## src/rtl/entropy_sample_ctrl_if.sv

```systemverilog
// Reader-side handshake for completed entropy words: data/valid from the collector, ack back.
interface entropy_sample_ctrl_if;
    logic [31:0] data;
    logic        data_valid;
    logic        data_ack;

    modport master (
        output data,
        output data_valid,
        input  data_ack
    );

    modport slave (
        input  data,
        input  data_valid,
        output data_ack
    );
endinterface

```

## src/rtl/entropy_sample_ctrl.sv

```systemverilog
// Noise-pin sampler: synchronizes, prescales, optionally von Neumann debiases and packs bits into
// 32-bit words, with a continuous repetition-count health test gating collection.
module entropy_sample_ctrl #(
    parameter int unsigned SAMPLE_DIV = 16,
    parameter int unsigned REP_LIMIT  = 32
) (
    input  logic                         clk,
    input  logic                         reset,
    input  logic                         enable,
    input  logic                         debias_en,
    input  logic                         noise,
    entropy_sample_ctrl_if.master        rd,
    output logic                         rep_error,
    input  logic                         error_clear,
    output logic [7:0]                   debug
);

    localparam logic [15:0] PrescMax = 16'(SAMPLE_DIV - 1);
    localparam logic [7:0]  RepLimit = 8'(REP_LIMIT);

    typedef enum logic [1:0] {StIdle, StCollect, StFull} state_e;

    state_e      state_q, state_d;
    logic [1:0]  sync_q, sync_d;
    logic [15:0] presc_q, presc_d;
    logic [30:0] shift_q, shift_d;
    logic [4:0]  bit_cnt_q, bit_cnt_d;
    logic        pair_q, pair_d;
    logic        pair_first_q, pair_first_d;
    logic        mode_q, mode_d;
    logic        prev_q, prev_d;
    logic        have_prev_q, have_prev_d;
    logic [7:0]  rep_cnt_q, rep_cnt_d;
    logic        rep_err_q, rep_err_d;
    logic [31:0] data_q, data_d;
    logic        valid_q, valid_d;
    logic [7:0]  dbg_q, dbg_d;

    logic        sample;
    logic        strobe;
    logic [7:0]  rep_next;
    logic        rep_trip;
    logic        accept;
    logic        bit_val;
    logic        word_done;
    logic        ack_seen;

    // Sample strobe, health-test count and bit acceptance for the current cycle
    always_comb begin
        sample   = sync_q[1];
        strobe   = (state_q != StIdle) && (presc_q == PrescMax);
        ack_seen = (state_q == StFull) && valid_q && rd.data_ack;
        if (have_prev_q && (sample == prev_q)) begin
            rep_next = (rep_cnt_q == 8'hff) ? 8'hff : rep_cnt_q + 8'd1;
        end else begin
            rep_next = 8'd1;
        end
        rep_trip = strobe && (rep_next >= RepLimit);
        accept   = 1'b0;
        bit_val  = sample;
        if ((state_q == StCollect) && enable && strobe && !rep_err_q) begin
            if (!mode_q) begin
                accept = 1'b1;
            end else if (pair_q && (pair_first_q != sample)) begin
                accept  = 1'b1;
                bit_val = pair_first_q;
            end
        end
        word_done = accept && (bit_cnt_q == 5'd31);
    end

    always_ff @(posedge clk) begin
        if (reset) begin
            state_q <= StIdle;
        end else begin
            state_q <= state_d;
        end
    end

    always_comb begin
        state_d = state_q;
        unique case (state_q)
            StIdle: begin
                if (enable) state_d = StCollect;
            end
            StCollect: begin
                if (!enable) begin
                    state_d = StIdle;
                end else if (word_done) begin
                    state_d = StFull;
                end
            end
            StFull: begin
                if (ack_seen) state_d = enable ? StCollect : StIdle;
            end
            default: state_d = StIdle;
        endcase
    end

    always_comb begin
        sync_d       = {sync_q[0], noise};
        presc_d      = presc_q;
        shift_d      = shift_q;
        bit_cnt_d    = bit_cnt_q;
        pair_d       = pair_q;
        pair_first_d = pair_first_q;
        mode_d       = mode_q;
        prev_d       = prev_q;
        have_prev_d  = have_prev_q;
        rep_cnt_d    = rep_cnt_q;
        rep_err_d    = rep_err_q;
        data_d       = data_q;
        valid_d      = valid_q;
        dbg_d        = dbg_q;

        // Prescaler phase survives FULL; it only restarts through IDLE
        if ((state_q == StIdle) || ((state_q == StCollect) && !enable) || strobe) begin
            presc_d = '0;
        end else begin
            presc_d = presc_q + 16'd1;
        end

        if (state_q == StIdle) have_prev_d = 1'b0;
        if (strobe) begin
            rep_cnt_d   = rep_next;
            prev_d      = sample;
            have_prev_d = 1'b1;
        end else if (error_clear) begin
            rep_cnt_d = '0;
        end
        if (rep_trip) begin
            rep_err_d = 1'b1;
        end else if (error_clear) begin
            rep_err_d = 1'b0;
        end

        unique case (state_q)
            StIdle: begin
                bit_cnt_d = '0;
                pair_d    = 1'b0;
                mode_d    = debias_en;
            end
            StCollect: begin
                if (!enable) begin
                    bit_cnt_d = '0;
                    pair_d    = 1'b0;
                end else if (strobe && !rep_err_q && mode_q) begin
                    pair_d = !pair_q;
                    if (!pair_q) pair_first_d = sample;
                end
            end
            StFull: begin
                if (ack_seen && enable) begin
                    bit_cnt_d = '0;
                    pair_d    = 1'b0;
                    mode_d    = debias_en;
                end
            end
            default: begin
            end
        endcase

        if (accept) begin
            shift_d   = {shift_q[29:0], bit_val};
            bit_cnt_d = bit_cnt_q + 5'd1;
        end
        if (word_done) begin
            data_d  = {shift_q, bit_val};
            valid_d = 1'b1;
            dbg_d   = dbg_q + 8'd1;
        end
        if (ack_seen) valid_d = 1'b0;
    end

    always_ff @(posedge clk) begin
        if (reset) begin
            sync_q       <= '0;
            presc_q      <= '0;
            shift_q      <= '0;
            bit_cnt_q    <= '0;
            pair_q       <= 1'b0;
            pair_first_q <= 1'b0;
            mode_q       <= 1'b0;
            prev_q       <= 1'b0;
            have_prev_q  <= 1'b0;
            rep_cnt_q    <= '0;
            rep_err_q    <= 1'b0;
            data_q       <= '0;
            valid_q      <= 1'b0;
            dbg_q        <= '0;
        end else begin
            sync_q       <= sync_d;
            presc_q      <= presc_d;
            shift_q      <= shift_d;
            bit_cnt_q    <= bit_cnt_d;
            pair_q       <= pair_d;
            pair_first_q <= pair_first_d;
            mode_q       <= mode_d;
            prev_q       <= prev_d;
            have_prev_q  <= have_prev_d;
            rep_cnt_q    <= rep_cnt_d;
            rep_err_q    <= rep_err_d;
            data_q       <= data_d;
            valid_q      <= valid_d;
            dbg_q        <= dbg_d;
        end
    end

    always_comb begin
        rd.data       = data_q;
        rd.data_valid = valid_q;
        rep_error     = rep_err_q;
        debug         = dbg_q;
    end

endmodule

```

## src/flat_wrapper.sv

```systemverilog
// flat-port wrapper written by rule: the top's interface ports become plain ports
module entropy_sample_ctrl_flat 
#(
    parameter int unsigned SAMPLE_DIV = 16,
    parameter int unsigned REP_LIMIT  = 32
)
  (clk, reset, enable, debias_en, noise, rep_error, error_clear, debug, rd_data, rd_data_valid, rd_data_ack);
  entropy_sample_ctrl_if rd_i ();
  input  logic clk;
  input  logic reset;
  input  logic enable;
  input  logic debias_en;
  input  logic noise;
  output logic rep_error;
  input  logic error_clear;
  output logic [7:0] debug;
  output wire logic [$bits(rd_i.data)-1:0] rd_data;
  output wire logic [$bits(rd_i.data_valid)-1:0] rd_data_valid;
  input wire logic [$bits(rd_i.data_ack)-1:0] rd_data_ack;
  assign rd_data = rd_i.data;
  assign rd_data_valid = rd_i.data_valid;
  assign rd_i.data_ack = rd_data_ack;
  entropy_sample_ctrl #(.SAMPLE_DIV(SAMPLE_DIV), .REP_LIMIT(REP_LIMIT)) u_core (.clk(clk), .reset(reset), .enable(enable), .debias_en(debias_en), .noise(noise), .rd(rd_i), .rep_error(rep_error), .error_clear(error_clear), .debug(debug));
endmodule
```

## config.mk

```make
export PLATFORM = sky130hd
export DESIGN_NAME = entropy_sample_ctrl_flat
export DESIGN_NICKNAME = d
export VERILOG_FILES = /design/src/rtl/entropy_sample_ctrl_if.sv /design/src/rtl/entropy_sample_ctrl.sv /design/src/flat_wrapper.sv
export SDC_FILE = /design/constraint.sdc
export NUM_CORES = 1
export LEC_CHECK = 0
export ABC_CLOCK_PERIOD_IN_PS = 2490
export BUFFER_PORTS_ARGS = -buffer_cell sky130_fd_sc_hd__buf_4
export CAP_MARGIN = 20
export CORE_AREA = 2 2 94 96
export CTS_BUF_LIST = sky130_fd_sc_hd__clkbuf_8
export CTS_CLUSTER_SIZE = 8
export DETAILED_ROUTE_END_ITERATION = 16
export DIE_AREA = 0 0 96 98
export PLACE_DENSITY = 0.75
export SLEW_MARGIN = 25
export SYNTH_ARGS = -nofsm -noshare
export SYNTH_HDL_FRONTEND = slang
export SYNTH_SLANG_ARGS = --single-unit
export TNS_END_PERCENT = 20
```

## constraint.sdc

```tcl
create_clock -name clk -period 2.49 [get_ports clk]
set_input_delay 0.249 -clock clk [delete_from_list [all_inputs] [get_ports clk]]
set_output_delay 0.249 -clock clk [all_outputs]
set_load 0.005 [all_outputs]
```

# --- Word-level counts from Yosys, hierarchy flattened ---
# Index checks and enable logic that the tools add are counted.
word_totals:
  output_inout_bits: 42
  regBits: 111
  word_cells: 99
classes:
  order_cmp: 1
  n_reduce_logical: 34
  bitwise: 1
  n_mux: 30
  eq_ne: 14
  addsub: 4
ops:
  columns: ["op", "n"]
  rows:
  - ["$mux 8", 4]
  - ["$add 16x1->16 const B", 1]
  - ["$add 8x1->8 const B", 2]
  - ["$eq 16x4->1 const B", 1]
  - ["$mux 1", 15]
  - ["$mux 5", 3]
  - ["$pmux 5 s3", 1]
  - ["$logic_and 1x1->1", 14]
  - ["$reduce_bool 2->1", 5]
  - ["$ne 3x2->1 const B", 3]
  - ["$reduce_and 3->1", 3]
  - ["$eq 8x8->1 const B", 1]
  - ["$ge 8x6->1 const B", 1]
  - ["$mux 2", 4]
  - ["$pmux 2 s3", 1]
  - ["$add 5x1->5 const B", 1]
  - ["$eq 5x5->1 const B", 1]
  - ["$ne 2x2->1 const B", 2]
  - ["$reduce_and 4->1", 1]
  - ["$reduce_bool 4->1", 1]
  - ["$reduce_or 2->1", 2]
  - ["$logic_not 1->1", 3]
  - ["$ne 3x3->1 const B", 1]
  - ["$pmux 1 s3", 1]
  - ["11 further kinds", 12]

# --- Logic depth before layout (Yosys ltp) ---
# Gate-level depths: netlist of the first run.
logic_depth:
  ltp_word: 9
  ltp_mapped: 9
  mapped_depth_nobuf: 7

# --- Least setup slack after synthesis of the first run ---
# No wires, ideal clock.
synth_path:
  path_type: "register to register"
  startpoint: "register u_core.presc_q[6]"
  endpoint: "register u_core.data_q[18], in the netlist u_core.rd.data[18]"
  arrival_ps: 2364
  setup_time_ps: 138
  required_ps: 2352
  stages_incl_launch_ff: 9
  setup_slack_ps: -11
  cell_sequence: "dfxtp_1 -> or4_4 -> or4_4 -> buf_6 -> or4_4 -> buf_6 -> buf_6 -> nand2_2 -> a21oi_2"
synth_between:
  elab_chain_len: 6
synth_rtl:
  columns: ["element", "line", "rtl"]
  rows:
  - ["start, declared", "entropy_sample_ctrl.sv:25", "logic [15:0] presc_q, presc_d;"]
  - ["start signal, assigned", "entropy_sample_ctrl.sv:193", "presc_q <= presc_d;"]
  - ["$eq 16x4->1", "entropy_sample_ctrl.sv:51", "strobe = (state_q != StIdle) && (presc_q == PrescMax);"]
  - ["$logic_and 1x1->1", "entropy_sample_ctrl.sv:51", null]
  - ["$logic_and 1x1->1 (2 in series)", "entropy_sample_ctrl.sv:61", "if ((state_q == StCollect) && enable && strobe && !rep_err_q) begin"]
  - ["$mux 1", "entropy_sample_ctrl.sv:61", null]
  - ["$logic_and 1x1->1", "entropy_sample_ctrl.sv:69", "word_done = accept && (bit_cnt_q == 5'd31);"]
  - ["end signal, assigned", "entropy_sample_ctrl.sv:203", "data_q <= data_d;"]
  - ["end, declared", "entropy_sample_ctrl.sv:35", "logic [31:0] data_q, data_d;"]
# Every way passes these cells.
# A chain may end at the register's enable or synchronous reset.

# --- Final worst setup path of the first run ---
layout_path:
  startpoint: "register u_core.presc_q[5]"
  endpoint: "register u_core.data_q[12], in the netlist u_core.rd.data[12]"
# The elaborated chain is that of the path after synthesis.

==> impl_results.md, run 1 <==
- Status: finished clean
- Most common library cell in the layout ignoring fill and taps: nand2_1
- Arrival time reported for the critical path endpoint: 2710 ps
- Placed Instance Area: 5007 sq um
- Power Density: 547.0 nW/um^2
- Number of buffers created by CTS: 9
- Cells after Synth: 545
- Worst path buffer plus inverter count: 0
- Syn-to-layout area delta: 14.49%
- Half-perimeter wire length after placement: 5956 um
- Total number of vias: approximately 3,700
- CP most frequent cell: or4_4
- Detailed-routing iteration count for the pre-antenna-repair pass: 4
- Register clock-pin slew on the reported worst setup and hold paths: ~110 ps
- Final hold violation count: 0
- H-tree levels: 3
- Synth Flop Type: dfxtp_1
- GR Util All Layers: 20.33%
- Number of buffers on the longest clock path: 2
- Number of antenna-violating nets in the routed design: 0
- CTS tree: done
- Syn_area_per_cell: 8.352 sq um
- RSZ-0062 raised after global routing: true
- Site row count: 34
- Period Utilization, post-route: 99.18%
- Diodes inserted: 0
- Vias per cell: 5.320
- Maximum frequency from static timing analysis: a little over 400 MHz
- Setup crit start kind: flip-flop
- CP max-delay cell: or4_4
- Total Wirelength: 9022 um
- Netlist area before placement: 4552 sq um
- Worst VDD drop: 0.2666 mV
- CTS Root Cell: clkbuf_8
- Slew Limit Headroom: 52.43%
- Critical R2R Launch: u_core.presc_q[5]
- Via count of the first global-routing pass: about 3,400
- Layout Nets: 600
- Total of max-cap violations: 0
- Final cell area excluding filler cells: 5211 sq um
- Leakage power summed over all cells: 1.828 nW
- Chip height: around 100 um
- Count of distinct cell types in the synthesized netlist: 48
- DRC violation count after routing: 0
- Yosys warning count: 0
- Period minus WS final: 2470 ps
- Std-Cell Core Area: approximately 8500 sq um
- Clk Latency, worst-skew pair: 370 ps
- Largest net degree at the start of global routing: 72
- DIE AREA: 9408 sq um
- Starting density of the core: 53.77%
- Cells along the critical path: or4_4 -> or4_4 -> or4_4 -> nand2_1 -> a21oi_1
- Violation count after the first detailed-routing iteration: 150
- Pre-CTS WS: -55.58 ps
- Number of hold-repair buffers added at the cts stage: 0
- Fraction of registers with async set/reset: 0%
- Actual transition at the worst max-transition pin: 713.6 ps
- CP max stage delay: 690 ps
- Total clock sinks: 111
- Count of input and output buffers: 48
- Family of cells with the greatest summed delay on the critical path: simple AND/OR/NAND/NOR gates
- Ports: 49
- Number of antenna violations at the first check in global routing: 0
- Die boundary width: 96 um
- Path type of the worst min-delay path: input pin to flip-flop
- Sequential fraction of the synthesis area: 48.82%
- Count of flip-flops with a built-in enable after synthesis: 0
- Setup violations, final: 0
- Routability congestion estimate: ~0.8
- Number of synthesized register bits: approximately 110
- Worst setup margin: 20.42 ps
- Number of pins with negative max-slew slack in the final report: 0
- Timing startpoint of the critical path: u_core.presc_q[5]
- Worst min-delay path startpoint: error_clear
- Startpoint-to-endpoint class of the critical path: flip-flop to flip-flop
- Final Instance Count excl. Fillers: 701
- WL per Instance: 12.87 um
- Share of cells above drive strength 1: 19.73%
- Required @ worst endpoint: 2730 ps
- Number of nets produced by synthesis: 557
- Count of placed standard cells including taps: 684
- Total congestion overflow after global routing: 0
- Global-route wire length before repair: 15,480 um
- Top fanout value on the critical path: 17
- Top library cells by usage in the layout, fill and taps aside: 133 x nand2_1, 110 x dfxtp_1, 66 x a21oi_1
- Largest clock skew in the final design: 9.753 ps
- Capturing element type of the critical path: flip-flop
- Accumulated negative setup slack: 0 ps
## Yosys cell counts, types with 6 or more instances
master    number  area [sq um]
nand2_1      133         499.2
dfxtp_1      111          2222
a21oi_1       66         330.3
nor2_1        44         165.2
clkbuf_1      19         71.32
nand3_1       15         75.07
nor3_1        14         70.07
xnor2_1       12         105.1
a21oi_2       11         96.34
nand2_2       10         62.56
nor2b_1        8         50.05
inv_1          7         26.28
xor2_1         7         61.31
and3_1         6         37.54
buf_2          6         30.03
## per-layer routing
layer	wire length [um]	global-route usage (%)	vias up
li1	-	-	1915
met1	4186	27.57	1722
met2	4241	32.48	79
met3	419	3.086	13
met4	175	7.692	0
met5	0	0	-
## registers in the layout, indices dropped and copies added (netlist names)
register	cells
u_core.bit_cnt_q	5
u_core.debug	8
u_core.rep_cnt_q	8
u_core.shift_q	31
u_core.state_q	2
u_core.pair_q	1
u_core.sync_q	2
u_core.prev_q	1
u_core.have_prev_q	1
u_core.mode_q	1
u_core.rd.data	32
u_core.rep_error	1
u_core.presc_q	16
u_core.rd.data_valid	1
u_core.pair_first_q	1
## per-stage QoR
step	hold WS [ps]	power [mW]	util (%)
2_1_floorplan	364.1	1.867	-
4_1_cts	74.86	2.878	61.34
3_3_place_gp	424.7	1.886	59.15
6_report	81.42	2.851	61.56
5_1_grt	81.55	2.962	61.56
3_5_place_dp	433.4	1.887	59.15
## cell type report
| cell class | count | area [sq um] |
|---|---|---|
| repair buffers | 64 | 496.7 |
| clock inverters | 7 | 57.56 |
| flip-flops and latches | 111 | 2223 |
| inverters | 7 | 26.28 |
| fillers | 751 | 3254 |
| multi-input cells | 395 | 2148 |
| clock buffers | 9 | 123.9 |
| well taps | 108 | 135.1 |
## repair_timing
action | 4_1_cts | 5_1_grt
resized for setup | 1 | 3
endpoints found under the setup margin | 33 | 39
endpoints found under the hold margin | 0 | 0
buffers inserted | 0 | 0
gates cloned | 0 | 1
pin swaps | 9 | 3
## final timing paths
path	endpoint	slack, ps	cells after the start
setup / recovery	u_core.rd.data[12]	20	5
hold / removal	u_core.rep_error	80	2
setup reg to reg	u_core.rd.data[12]	20	5
hold reg to reg	u_core.sync_q[1]	450	1
## where the power goes
part,switching [mW],internal [mW]
Clock,0.628,0.376
Sequential,0.00511,1.78
Combinational,0.0446,0.0184
## worst register-to-register path, cell delays in order, from the launching register on
cell and delay [ps]:
dfxtp_1 320, or4_4 540, or4_4 590, or4_4 700, nand2_1 130, a21oi_1 60
## cell families after synthesis
kind of cell	after synthesis	synth area share (%)
fa+ha+maj	5	1.374
xor+xnor	19	3.656
flops	111	48.82
buf+inv	40	4.453
mux	9	2.089
simple gates	260	26.28
compound gates	101	13.33
(Power assumes the default switching activity.)
==> inputs of run 2 (changes only) <==
CORE_AREA = 2 2 97 99   (was 2 2 94 96)
CTS_BUF_LIST = unset   (was sky130_fd_sc_hd__clkbuf_8)
DIE_AREA = 0 0 99 101   (was 0 0 96 98)
PLACE_DENSITY = 0.71   (was 0.75)
==> impl_results.md, run 2 (same netlist as run 1, synthesis figures left out) <==
- Status: complete, but fails checks
- Failing checks: setup timing
- Worst setup margin: -67.14 ps
- Reg2Reg Setup Slack: -70 ps
- Layout Nets: 608
- CP most frequent cell: or4_4
- Startpoint-to-endpoint class of the critical path: flip-flop to flip-flop
- Vias per cell: 5.336
- H-tree levels: 3
- Accumulated negative setup slack: -771.9 ps
- Std-Cell Core Area: 8977 sq um
- Leakage power summed over all cells: 1.883 nW
- Capturing element type of the critical path: flip-flop
- Violation count after the first detailed-routing iteration: 152
- Via count of the first global-routing pass: around 3,400
- Number of buffers created by CTS: 9
- Total of max-cap violations: 0
- Syn-to-layout area delta: 16.71%
- Total congestion overflow after global routing: 0
- Tot Pwr: 2.951 mW
- DIE AREA: between 9000 and 10,000 sq um
- Most common library cell in the layout ignoring fill and taps: nand2_1
- Half-perimeter wire length after placement: 5944 um
- Total number of vias: 3,799
- M2 GR Usage: 31.13%
- Required @ worst endpoint: 2760 ps
- WL per Instance: around 13 um
- Diodes inserted: 0
- Worst VDD drop: 0.2595 mV
- Global-route met1 utilization: 24.41%
- Slew Limit Headroom: 55.13%
- Setup crit start kind: flip-flop
- Path type of the worst min-delay path: input pin to flip-flop
- Site row count: 35
- Power Density: 555.5 nW/um^2
- Largest net degree at the start of global routing: 67
- Top fanout value on the critical path: 6
- Met3 track utilization from global routing: 3.051%
- Ports: 49
- Final hold violation count: 0
- Most used routing layer in global routing: met2
- CP max-delay cell: or4_4
- Die boundary width: 99 um
- Share of cells above drive strength 1: 21.80%
- Total Wirelength: about 9300 um
- Total clock sinks: 111
- Number of antenna violations at the first check in global routing: 0
- Global-route wire length before repair: 15,440 um
- Count of placed standard cells including taps: 690
- CP max stage delay: 560 ps
- Setup violations, final: 32
- Actual transition at the worst max-transition pin: 673.1 ps
- Number of pins with negative max-slew slack in the final report: 0
- Fillers: 840
- CTS Root Cell: clkbuf_8
- Largest clock skew in the final design: 17.76 ps
- Clk Latency, worst-skew pair: 380 ps
- Cells along the critical path: or4_4 -> or4_4 -> nor4_4 -> buf_4 -> nand4_1 -> mux2_4
- RSZ-0062 raised after global routing: true
- Arrival time reported for the critical path endpoint: between 2000 and 3000 ps
- Chip height: slightly above 100 um
- Number of buffers on the longest clock path: 2
- GR Util All Layers: 18.81%
- Register clock-pin slew on the reported worst setup and hold paths: 100 ps
- Top library cells by usage in the layout, fill and taps aside: 132 x nand2_1, 107 x dfxtp_1, 70 x buf_4
- Starting density of the core: about 50%
- Maximum frequency from static timing analysis: around 400 MHz
- Routability congestion estimate: a little over 0.8
- Worst path buffer plus inverter count: 1
- CTS tree: done
- Detailed-routing iteration count for the pre-antenna-repair pass: 4
- Period Utilization, post-route: 102.7%
- Number of antenna-violating nets in the routed design: 0
- Final Instance Count excl. Fillers: between 700 and 800
- Count of input and output buffers: 48
- Period minus WS final: 2557 ps
- DRC violation count after routing: 0
- Family of cells with the greatest summed delay on the critical path: simple AND/OR/NAND/NOR gates
- Max reg flops: 32
-- run 2: cell count changes in the layout (fill, tap and decap cells not counted), moves of 2 or more --
cell,delta
or4_4,+2
dfxtp_2,+3
buf_4,+8
dfxtp_1,-3
-- run 2: where the power goes --
group          internal, mW  switching (mW)  leakage, nW
combinational        0.0192          0.0462        0.887
sequential             1.78         0.00499        0.897
clock                 0.482           0.621       0.0994
-- run 2: path summary, 6_finish.rpt --
kind,startpoint,depth (start not counted),endpoint
setup / recovery,u_core.presc_q[7],6,u_core.debug[4]
hold / removal,rd_data_ack,2,u_core.rd.data_valid
setup reg to reg,u_core.presc_q[7],6,u_core.debug[4]
hold reg to reg,u_core.rd.data[15],2,u_core.rd.data[15]
-- run 2: routing by layer --
metal	share of wire (%)	vias up	routed length, um
met4	1.8	0	164
met1	49	1792	4539
met5	0	-	0
met2	46	57	4292
met3	3.2	15	294
li1	-	1935	-
-- run 2: stage by stage --
| step | hold WS, ps | utilization [%] | cell area [sq um] | setup WS [ps] |
|---|---|---|---|---|
| after floorplan | 364.1 | - | 4557 | 1.004 |
| after global placement | 435.1 | 55.93 | 5021 | -6.243 |
| after detailed placement | 446.6 | 55.93 | 5021 | -64.09 |
| after CTS | 70.29 | 58.36 | 5239 | -35.00 |
| after global routing | 82.24 | 59.18 | 5313 | -109.5 |
| final | 88.38 | 59.18 | 5313 | -67.14 |
-- run 2: what timing repair did --
| item | 4_1_cts | 5_1_grt |
|---|---|---|
| hold buffers | 0 | 0 |
| buffers inserted | 0 | 4 |
| gates resized for setup | 2 | 11 |
| cloned | 1 | 1 |
| setup endpoints to repair | 33 | 38 |
| pin swaps | 1 | 6 |
-- run 2: cell type report --
type                       instances  area [sq um]  share of cell area (%)
clock inverter                     6         75.07                   1.413
sequential                       111          2227                   41.92
tap                              111         138.9                   2.614
timing repair buffer              71         536.8                   10.10
inverter                           7         26.28                  0.4946
multi-input combinational        396          2181                   41.05
clock buffer                      10         127.6                   2.402
